===== src/rtl/spi_pkg.sv =====
// Shared SPI definitions: mode encodings, mode decode helpers and the slave FSM state type.
// Used by both the SPI master and the SPI slave.
package spi_pkg;

  localparam logic [1:0] MODE0 = 2'b00;
  localparam logic [1:0] MODE1 = 2'b01;
  localparam logic [1:0] MODE2 = 2'b10;
  localparam logic [1:0] MODE3 = 2'b11;

  typedef enum logic {
    ST_IDLE  = 1'b0,
    ST_SHIFT = 1'b1
  } spi_state_e;

  function automatic logic cpol(input logic [1:0] mode);
    return mode[1];
  endfunction

  function automatic logic cpha(input logic [1:0] mode);
    return mode[0];
  endfunction

endpackage


===== src/rtl/spi_slave_if.sv =====
// SPI bus pins between one master and one slave endpoint.
interface spi_slave_if;
  logic sclk;
  logic ss_n;
  logic mosi;
  logic miso;
  logic miso_oe;

  modport master (output sclk, output ss_n, output mosi, input miso, input miso_oe);
  modport slave  (input sclk, input ss_n, input mosi, output miso, output miso_oe);
endinterface


===== src/rtl/spi_sync_edge.sv =====
// Two-flop synchronizer for an asynchronous pin plus a third stage that turns
// the synchronized level into single-cycle rise/fall pulses.
module spi_sync_edge #(
  parameter logic RESET_VAL = 1'b0
) (
  input  logic clk,
  input  logic reset_n,
  input  logic d_i,
  output logic rise_o,
  output logic fall_o
);

  // Stages [0],[1] synchronize; [2] holds the previous synchronized level.
  logic [2:0] sh_q;

  always_ff @(posedge clk or negedge reset_n) begin
    if (!reset_n) begin
      sh_q <= {3{RESET_VAL}};
    end else begin
      sh_q <= {sh_q[1:0], d_i};
    end
  end

  assign rise_o =  sh_q[1] & ~sh_q[2];
  assign fall_o = ~sh_q[1] &  sh_q[2];

endmodule


===== src/rtl/spi_slave.sv =====
// Oversampled SPI slave: synchronizes the bus pins to clk, shifts a MSB-first
// word in on MOSI and a preloaded word out on MISO, in any of the four SPI modes.
module spi_slave
  import spi_pkg::*;
#(
  parameter logic [1:0] MODE      = MODE0,
  parameter int         BITS_SIZE = 10
) (
  input  logic                 clk,
  input  logic                 reset_n,
  input  logic [BITS_SIZE-1:0] data_in,
  output logic [BITS_SIZE-1:0] data_out,
  output logic                 rx_done,
  output logic                 tx_load,
  output logic                 busy,
  output logic                 frame_err,
  spi_slave_if.slave           bus
);

  localparam int                CW    = $clog2(BITS_SIZE);
  localparam logic [CW-1:0]     LAST  = CW'(BITS_SIZE - 1);
  localparam logic              CPOL  = cpol(MODE);
  localparam logic              CPHA  = cpha(MODE);

  logic sclk_rise, sclk_fall, ss_rise, ss_fall;
  logic [1:0] mosi_sync_q;
  logic mosi_s;

  // SCLK idles at CPOL, SS_n idles high: resetting to those levels avoids a
  // phantom edge right after reset.
  spi_sync_edge #(.RESET_VAL(CPOL)) u_sclk_sync (
    .clk(clk), .reset_n(reset_n), .d_i(bus.sclk), .rise_o(sclk_rise), .fall_o(sclk_fall)
  );

  spi_sync_edge #(.RESET_VAL(1'b1)) u_ss_sync (
    .clk(clk), .reset_n(reset_n), .d_i(bus.ss_n), .rise_o(ss_rise), .fall_o(ss_fall)
  );

  always_ff @(posedge clk or negedge reset_n) begin
    if (!reset_n) begin
      mosi_sync_q <= 2'b00;
    end else begin
      mosi_sync_q <= {mosi_sync_q[0], bus.mosi};
    end
  end
  assign mosi_s = mosi_sync_q[1];

  logic lead_edge, trail_edge, sample_edge, shift_edge;
  assign lead_edge   = CPOL ? sclk_fall : sclk_rise;
  assign trail_edge  = CPOL ? sclk_rise : sclk_fall;
  assign sample_edge = CPHA ? trail_edge : lead_edge;
  assign shift_edge  = CPHA ? lead_edge  : trail_edge;

  spi_state_e            state_q, state_d;
  logic [CW-1:0]         cnt_q, cnt_d;
  logic [BITS_SIZE-1:0]  tx_q, tx_d;
  logic [BITS_SIZE-2:0]  rx_q, rx_d;
  logic [BITS_SIZE-1:0]  data_out_q, data_out_d;
  logic                  rx_done_q, rx_done_d;
  logic                  tx_load_q, tx_load_d;
  logic                  frame_err_q, frame_err_d;
  logic                  miso_q, miso_d;
  logic [BITS_SIZE-1:0]  rx_word;

  assign rx_word = {rx_q, mosi_s};

  always_ff @(posedge clk or negedge reset_n) begin
    if (!reset_n) begin
      state_q     <= ST_IDLE;
      cnt_q       <= '0;
      tx_q        <= '0;
      rx_q        <= '0;
      data_out_q  <= '0;
      rx_done_q   <= 1'b0;
      tx_load_q   <= 1'b0;
      frame_err_q <= 1'b0;
      miso_q      <= 1'b0;
    end else begin
      state_q     <= state_d;
      cnt_q       <= cnt_d;
      tx_q        <= tx_d;
      rx_q        <= rx_d;
      data_out_q  <= data_out_d;
      rx_done_q   <= rx_done_d;
      tx_load_q   <= tx_load_d;
      frame_err_q <= frame_err_d;
      miso_q      <= miso_d;
    end
  end

  always_comb begin
    state_d     = state_q;
    cnt_d       = cnt_q;
    tx_d        = tx_q;
    rx_d        = rx_q;
    data_out_d  = data_out_q;
    rx_done_d   = 1'b0;
    tx_load_d   = 1'b0;
    frame_err_d = 1'b0;
    miso_d      = miso_q;

    case (state_q)
      ST_IDLE: begin
        if (ss_fall) begin
          state_d   = ST_SHIFT;
          cnt_d     = '0;
          tx_load_d = 1'b1;
          // With CPHA=0 the MSB must already be on MISO before the first edge.
          if (!CPHA) begin
            miso_d = data_in[BITS_SIZE-1];
            tx_d   = {data_in[BITS_SIZE-2:0], 1'b0};
          end else begin
            tx_d   = data_in;
          end
        end
      end

      ST_SHIFT: begin
        if (ss_rise) begin
          state_d = ST_IDLE;
          cnt_d   = '0;
          if (cnt_q != '0) begin
            frame_err_d = 1'b1;
          end
        end else begin
          if (shift_edge) begin
            miso_d = tx_q[BITS_SIZE-1];
            tx_d   = {tx_q[BITS_SIZE-2:0], 1'b0};
          end
          if (sample_edge) begin
            rx_d = rx_word[BITS_SIZE-2:0];
            if (cnt_q == LAST) begin
              // Word boundary: publish the received word and queue the next one,
              // whose MSB goes out on the following shift edge.
              cnt_d      = '0;
              data_out_d = rx_word;
              rx_done_d  = 1'b1;
              tx_d       = data_in;
              tx_load_d  = 1'b1;
            end else begin
              cnt_d = cnt_q + 1'b1;
            end
          end
        end
      end

      default: state_d = ST_IDLE;
    endcase
  end

  assign data_out    = data_out_q;
  assign rx_done     = rx_done_q;
  assign tx_load     = tx_load_q;
  assign frame_err   = frame_err_q;
  assign busy        = (state_q == ST_SHIFT);
  assign bus.miso    = miso_q;
  assign bus.miso_oe = (state_q == ST_SHIFT);

endmodule


===== src/flat_wrapper.sv =====
// flat-port wrapper written by rule: the top's interface ports become plain ports
module spi_slave_flat import spi_pkg::*;
#(
  parameter logic [1:0] MODE      = MODE0,
  parameter int         BITS_SIZE = 10
)
  (clk, reset_n, data_in, data_out, rx_done, tx_load, busy, frame_err, bus_sclk, bus_ss_n, bus_mosi, bus_miso, bus_miso_oe);
  spi_slave_if bus_i ();
  input  logic clk;
  input  logic reset_n;
  input  logic [BITS_SIZE-1:0] data_in;
  output logic [BITS_SIZE-1:0] data_out;
  output logic rx_done;
  output logic tx_load;
  output logic busy;
  output logic frame_err;
  input wire logic [$bits(bus_i.sclk)-1:0] bus_sclk;
  input wire logic [$bits(bus_i.ss_n)-1:0] bus_ss_n;
  input wire logic [$bits(bus_i.mosi)-1:0] bus_mosi;
  output wire logic [$bits(bus_i.miso)-1:0] bus_miso;
  output wire logic [$bits(bus_i.miso_oe)-1:0] bus_miso_oe;
  assign bus_i.sclk = bus_sclk;
  assign bus_i.ss_n = bus_ss_n;
  assign bus_i.mosi = bus_mosi;
  assign bus_miso = bus_i.miso;
  assign bus_miso_oe = bus_i.miso_oe;
  spi_slave #(.MODE(MODE), .BITS_SIZE(BITS_SIZE)) u_core (.clk(clk), .reset_n(reset_n), .data_in(data_in), .data_out(data_out), .rx_done(rx_done), .tx_load(tx_load), .busy(busy), .frame_err(frame_err), .bus(bus_i));
endmodule

===== config.mk =====
export PLATFORM = sky130hd
export DESIGN_NAME = spi_slave_flat
export DESIGN_NICKNAME = d
export VERILOG_FILES = /design/src/rtl/spi_pkg.sv /design/src/rtl/spi_slave_if.sv /design/src/rtl/spi_sync_edge.sv /design/src/rtl/spi_slave.sv /design/src/flat_wrapper.sv
export SDC_FILE = /design/constraint.sdc
export NUM_CORES = 1
export LEC_CHECK = 0
export BUFFER_PORTS_ARGS = -buffer_cell sky130_fd_sc_hd__buf_2
export CORE_MARGIN = 1
export CORE_UTILIZATION = 56
export CTS_BUF_LIST = sky130_fd_sc_hd__clkbuf_4 sky130_fd_sc_hd__clkbuf_8 sky130_fd_sc_hd__clkbuf_16
export DETAILED_ROUTE_END_ITERATION = 6
export PLACE_DENSITY = 0.85
export RECOVER_POWER = 100
export SETUP_SLACK_MARGIN = 0.4
export SYNTH_ARGS = -nofsm -noshare
export SYNTH_HDL_FRONTEND = slang
export SYNTH_SLANG_ARGS = --single-unit

===== constraint.sdc =====
create_clock -name clk -period 2.5 [get_ports clk]
set_clock_uncertainty 0.15 [all_clocks]
set_input_delay 0.375 -clock clk [delete_from_list [all_inputs] [get_ports clk]]
set_output_delay 0.375 -clock clk [all_outputs]
set_load 0.005 [all_outputs]

* Word-level counts from Yosys, hierarchy flattened
Cells that the tools add are included.
Word-level totals: register bits 46, input bits 15, output and inout port bits 16, word-level logic and storage cells 60
Operators by class: $add $sub $neg 1, eq/ne operators 5, mux-type cells 26, bitwise operators 10, reductions and logical operators 6
Operators with widths (number):
- two-way mux 10 bit | 5
- one-hot mux 10 bit (2 select lines) | 1
- two-way mux 4 bit | 4
- two-way mux 1 bit | 12
- one-hot mux 4 bit (2 select lines) | 1
- inverter 1 bit | 6
- one-hot mux 1 bit (2 select lines) | 3
- AND reduction 3 bit | 2
- adder 4 x 1 -> 4 bit (second input constant) | 1
- bitwise AND 1 bit | 4
- == test 4 bit (second input constant) | 1
- != test 2 x 1 -> 1 bit (second input constant) | 2
- AND reduction 2 bit | 2
- AND reduction 4 bit | 1
- nonzero test 4 bit | 1
- != test 3 x 1 -> 1 bit (second input constant) | 1
- != test 2 bit (second input constant) | 1

* Depth between registers and ports, before layout
depth after elaboration 7, mapped depth 8, gate-level depth less buffers 7

* Hierarchy
Synthesis repeated with hierarchy kept, for this count alone.
Unflattened totals: cell total of the unflattened synthesis 175, area, all modules 2084.5 sq um
Modules (own cells, without submodules):
- spi_slave | instances 1, cells each 165, area each 1900.6 sq um, seq. area each 1001.0 sq um
- spi_sync_edge at u_core.u_ss_sync | instances 1, cells each 5, area each 93.8 sq um, seq. area each 78.8 sq um
- spi_sync_edge at u_core.u_sclk_sync | instances 1, cells each 5, area each 90.1 sq um, seq. area each 75.1 sq um

* Worst setup path after synthesis
No wires, ideal clock.
path type register -> register, from register u_core.cnt_q[0], to register u_core.tx_q[8], setup time 82 ps, arrival 1558 ps, slack 711 ps, cell stages (with the launch flop) 7, path through dfrtp_1 > ha_1 > nand3b_4 > nor2_4 > buf_6 > or4_1 > a31oi_1
Between the ends: cells in the longest elaborated chain, start to end 5
Ends and longest elaborated chain:
- start, declared | RTL line spi_slave.sv:55 | logic [CW-1:0] cnt_q, cnt_d;
- start signal, assigned | RTL line spi_slave.sv:80 | cnt_q <= cnt_d;
- == test 4 bit | RTL line spi_slave.sv:132 | if (cnt_q == LAST) begin
- two-way mux 10 bit | RTL line spi_slave.sv:132
- two-way mux 10 bit | RTL line spi_slave.sv:130 | if (sample_edge) begin
- two-way mux 10 bit | RTL line spi_slave.sv:119 | if (ss_rise) begin
- one-hot mux 10 bit (2 select lines) | RTL line spi_slave.sv:102 | case (state_q)
- end signal, assigned | RTL line spi_slave.sv:81 | tx_q <= tx_d;
- end, declared | RTL line spi_slave.sv:56 | logic [BITS_SIZE-1:0] tx_q, tx_d;
No other way between the ends. The select of a mux whose other input is x is not followed. A chain may end at the register's enable or synchronous reset.

* Worst setup path after layout
from register u_core.state_q (netlist: u_core.bus.miso_oe), to output busy
RTL lines:
- start, declared | RTL line spi_slave.sv:54 | spi_state_e state_q, state_d;
- start signal, assigned | RTL line spi_slave.sv:79 | state_q <= state_d;
- end, declared | RTL line flat_wrapper.sv:15 | output logic busy;
No word-level cell between the ends.

==> impl_metrics.xml <==
<?xml version="1.0" encoding="UTF-8"?>
<metrics>
  <group name="global_routing">
    <metric name="grt_max_degree" unit="">47</metric>
    <metric name="total_congestion_overflow" unit="">0</metric>
    <metric name="first_global_vias" unit="">1484</metric>
    <metric name="gr-usage-all-layers" unit="%">22.4</metric>
    <metric name="antenna_found_initial" unit="">0</metric>
    <metric name="grt_first_pass_wirelength" unit="µm">6760</metric>
  </group>
  <group name="power_and_ir_drop">
    <metric name="seq_power_share" unit="%">53.3</metric>
    <metric name="ir_worst_vdd" unit="µV">518</metric>
    <metric name="power.static_leakage" unit="µW">0.00113</metric>
    <metric name="powerDensity" unit="nW/µm²">743</metric>
    <metric name="cell_internal_pwr" unit="µW">1300</metric>
    <metric name="power.switching" unit="µW">474</metric>
    <metric name="power.switching_fraction" unit="%">26.7</metric>
    <metric name="share_clk_of_total_power" unit="%">31.5</metric>
    <metric name="relative_contribution_of_combinational_cells_to_total_power" unit="%">15.3</metric>
  </group>
  <group name="layout">
    <metric name="fin_nets" unit="">243</metric>
    <metric name="antenna_cells_inserted" unit="">0</metric>
    <metric name="area_delta_synth_final" unit="%">14.5</metric>
    <metric name="filler_cells" unit="">277</metric>
    <metric name="ff_latch_area" unit="µm²">1150</metric>
    <metric name="drive_above_1_share" unit="%">27.4</metric>
    <metric name="multi_input_area" unit="µm²">836</metric>
  </group>
  <group name="clocking">
    <metric name="tritoncts" unit="">yes</metric>
    <metric name="cts_root_buffer" unit="">clkbuf_8</metric>
    <metric name="number_of_buffers_on_the_longest_clock_path" unit="">2</metric>
    <metric name="h_tree_depth" unit="">2</metric>
    <metric name="clock_sinks" unit="">46</metric>
    <metric name="clock_latency" unit="ps">310</metric>
    <metric name="tritoncts.num_buffers" unit="">5</metric>
    <metric name="cts.clk_slew.worst_paths" unit="ps">80</metric>
  </group>
  <group name="worst_setup_path">
    <metric name="timing_worst_setup_path_type" unit="">reg -&gt; out</metric>
    <metric name="crit_arrival" unit="ps">1520</metric>
    <metric name="cp_cell_sequence" unit="">clkbuf_1 -&gt; buf_2</metric>
    <metric name="critPathMaxStageDelay" unit="ps">510</metric>
    <metric name="timing.critical_path.to_type" unit="">output port</metric>
    <metric name="critical_path_buf_inv_count" unit="">2</metric>
    <metric name="worst_path_dominant_cell_family" unit="">buffers and inverters</metric>
    <metric name="required" unit="ps">1980</metric>
    <metric name="crit_slowest_cell" unit="">clkbuf_1</metric>
    <metric name="crit_path_start_kind" unit="">flop</metric>
    <metric name="worstPathMaxFanout" unit="">15</metric>
  </group>
  <group name="route">
    <metric name="post_dr_vias_cell" unit="">5.62</metric>
    <metric name="drtPass1Iterations" unit="">4</metric>
    <metric name="detailroute.via_count" unit="">1528</metric>
    <metric name="drt-total-wl" unit="µm">3850</metric>
    <metric name="drcViolationCount" unit="">0</metric>
    <metric name="ant_nets" unit="">0</metric>
    <metric name="wl_per_cell" unit="µm">14.2</metric>
    <metric name="drt_iter0_drc" unit="">197</metric>
  </group>
  <group name="floorplanning">
    <metric name="i_o_pin_total" unit="">31</metric>
    <metric name="dieHeight" unit="µm">63.0</metric>
    <metric name="dieArea" unit="µm²">3970</metric>
    <metric name="core-area" unit="µm²">3440</metric>
    <metric name="floorplan.die.width" unit="µm">63.0</metric>
    <metric name="row_count" unit="">21</metric>
    <metric name="initial_core_util" unit="%">60.6</metric>
  </group>
  <group name="timing">
    <metric name="worst-slew-pin-transition" unit="ps">1110</metric>
    <metric name="min_clock_period_post_route" unit="ps">2040</metric>
    <metric name="finalCritPeriodShare" unit="%">81.8</metric>
    <metric name="final.setup.worst_slack" unit="ps">456</metric>
    <metric name="rsz0062_at_grt" unit="">no</metric>
    <metric name="timing.fmax" unit="MHz">489</metric>
    <metric name="finalHoldViolations" unit="">0</metric>
    <metric name="timing.max_slew.rel_slack" unit="%">26.2</metric>
    <metric name="timing.final.max_slew_violations" unit="">0</metric>
    <metric name="timing.setup.tns" unit="ps">0</metric>
    <metric name="timing.final.setup_violations" unit="">0</metric>
  </group>
  <group name="place">
    <metric name="globalplace.congestion" unit="">0.848</metric>
    <metric name="pre_cts_ws" unit="ps">340</metric>
    <metric name="dpl.hpwl" unit="µm">2580</metric>
    <metric name="numPortBuffers" unit="">30</metric>
  </group>
  <group name="yosys">
    <metric name="yosys_most_used_dff" unit="">dfrtp_1</metric>
    <metric name="synth_cell_types" unit="">34</metric>
    <metric name="synth_fp_nets" unit="">208</metric>
    <metric name="synthesis.instances" unit="">190</metric>
    <metric name="synth_enable_flop_cells" unit="">0</metric>
    <metric name="ys_seq_elements" unit="">46</metric>
    <metric name="syn-cell-area" unit="µm²">2090</metric>
    <metric name="synth-warning-count" unit="">0</metric>
    <metric name="syn_area_per_cell" unit="µm²">11.0</metric>
    <metric name="yosysSeqAreaShare" unit="%">55.4</metric>
    <metric name="ys_async_sr_fraction" unit="%">100</metric>
  </group>
  <group name="min_path">
    <metric name="holdCritPathClass" unit="">in -&gt; reg</metric>
  </group>
  <group name="status">
    <metric name="outcome" unit="">complete, no violations</metric>
  </group>
  <group name="run">
    <metric name="max-cap-violations" unit="">0</metric>
  </group>
</metrics>
-- stage by stage --
step | hold slack (ps) | cells | util (%) | power [µW] | cell area, µm²
after floorplan | -70.6 | 190 | - | 1140 | 2090
after CTS | 7.79 | 268 | 69.5 | 1800 | 2390
final | 21.2 | 272 | 69.4 | 1770 | 2390
after detailed placement | 191 | 258 | 65.5 | 1240 | 2260
after global placement | 184 | 258 | 65.5 | 1220 | 2260
after global routing | 1.96 | 272 | 69.4 | 1870 | 2390
-- registers in the layout (all words and copies together) (netlist names), 2 cells and up --
| register | cells |
|---|---|
| u_core.cnt_q | 4 |
| u_core.u_ss_sync.sh_q | 3 |
| u_core.rx_q | 9 |
| u_core.tx_q | 10 |
| u_core.u_sclk_sync.sh_q | 3 |
| u_core.data_out | 10 |
| u_core.mosi_sync_q | 2 |
-- logic make-up (layout without fill, tap and decap cells) --
family                     count (synthesis)  in the layout  share of synthesized area, %
AOI/OAI and AO/OA                         33             33                          9.90
buffers and inverters                     17             53                          3.96
adders and majority gates                  3              3                          1.80
and+or+nand+nor                           71             71                          18.2
muxes                                     20             20                          10.7
DFF                                       46             46                          55.4
-- worst paths after layout --
check,slack [ps],cells after the start,from,endpoint
worst max-delay path,460,2,u_core.bus.miso_oe,busy
worst min-delay path,20,1,bus_mosi,u_core.mosi_sync_q[0]
worst max register to register,460,6,u_core.cnt_q[0],u_core.tx_q[2]
worst min register to register,210,0,u_core.mosi_sync_q[0],u_core.mosi_sync_q[1]
max in group asynchronous,790,3,reset_n,u_core.mosi_sync_q[0]
min in group asynchronous,730,3,reset_n,u_core.bus.miso
-- cells in the final DEF, fill, tap and decap left out --
| cell type | n |
|---|---|
| clkbuf_4 | 2 |
| or3_1 | 1 |
| clkbuf_2 | 2 |
| a31oi_1 | 9 |
| mux2_2 | 19 |
| nand2b_1 | 3 |
| dlygate4sd3_1 | 2 |
| clkbuf_8 | 5 |
| and2_0 | 2 |
| a211o_1 | 1 |
| dfstp_1 | 1 |
| bufinv_16 | 1 |
| a211oi_1 | 1 |
| dfrtp_1 | 43 |
| buf_2 | 24 |
| ha_1 | 3 |
| nand4_1 | 1 |
| nor3_1 | 1 |
| and3_1 | 1 |
| clkbuf_1 | 8 |
| o2bb2ai_1 | 3 |
| mux2i_1 | 1 |
| o21ai_0 | 14 |
| nor2b_1 | 2 |
| nor2_1 | 31 |
| a21bo_1 | 1 |
| nand2b_4 | 1 |
| buf_4 | 2 |
| nand3_1 | 11 |
| a21o_2 | 1 |
| nand2_1 | 5 |
| nor2_4 | 1 |
| clkinvlp_4 | 1 |
| and3b_2 | 1 |
| or4_1 | 9 |
| nand3b_1 | 1 |
| a21oi_1 | 2 |
| inv_1 | 6 |
| o41ai_1 | 1 |
| dfstp_2 | 2 |
-- cell type report --
class                   instances  share of cell area [%]
repair buffers                 39                    8.49
flip-flops and latches         46                    48.4
inverters                       6                   0.943
well taps                      46                    2.41
clock buffers                   6                    3.20
clock inverters                 2                    1.57
multi-input cells             127                    35.0
-- cells in the mapped netlist (2+ instances only) --
master      n  area, µm²
a21oi_1     2       10.0
a31oi_1     9       56.3
and2_1      2       12.5
buf_2       3       15.0
buf_4       2       15.0
clkbuf_1    5       18.8
dfrtp_1    43       1080
dfstp_2     3       78.8
ha_1        3       37.5
inv_1       6       22.5
mux2_2     19        214
nand2_1     5       18.8
nand2b_1    3       18.8
nand3_1    11       55.1
nor2_1     31        116
nor2b_1     2       12.5
o21ai_0    14       70.1
o2bb2ai_1   3       26.3
or4_1       9       67.6
-- layer usage --
| layer | wire length (µm) | global-route usage, % | up-vias |
|---|---|---|---|
| li1 | - | - | 736 |
| met1 | 1710 | 28.4 | 727 |
| met2 | 1830 | 35.9 | 61 |
| met3 | 271 | 7.66 | 4 |
| met4 | 46 | 7.56 | 0 |
| met5 | 0 | 0 | - |
-- power by group through the flow --
stage / registers, µW / clock network (µW) / logic, µW
2_1_floorplan: 934 / 0 / 204
3_3_place_gp: 955 / 0 / 263
3_5_place_dp: 959 / 0 / 276
4_1_cts: 946 / 576 / 278
5_1_grt: 965 / 600 / 309
6_report: 945 / 559 / 271
-- timing repair --
action,4_1_cts,5_1_grt
hold buffers,2,0
resized for setup,1,0
setup endpoints to repair,10,10
setup buffers,0,4
pin swaps,0,1
endpoints found under the hold margin,8,0
gates cloned,0,0
Note: power is estimated with default switching activity, not from simulation.
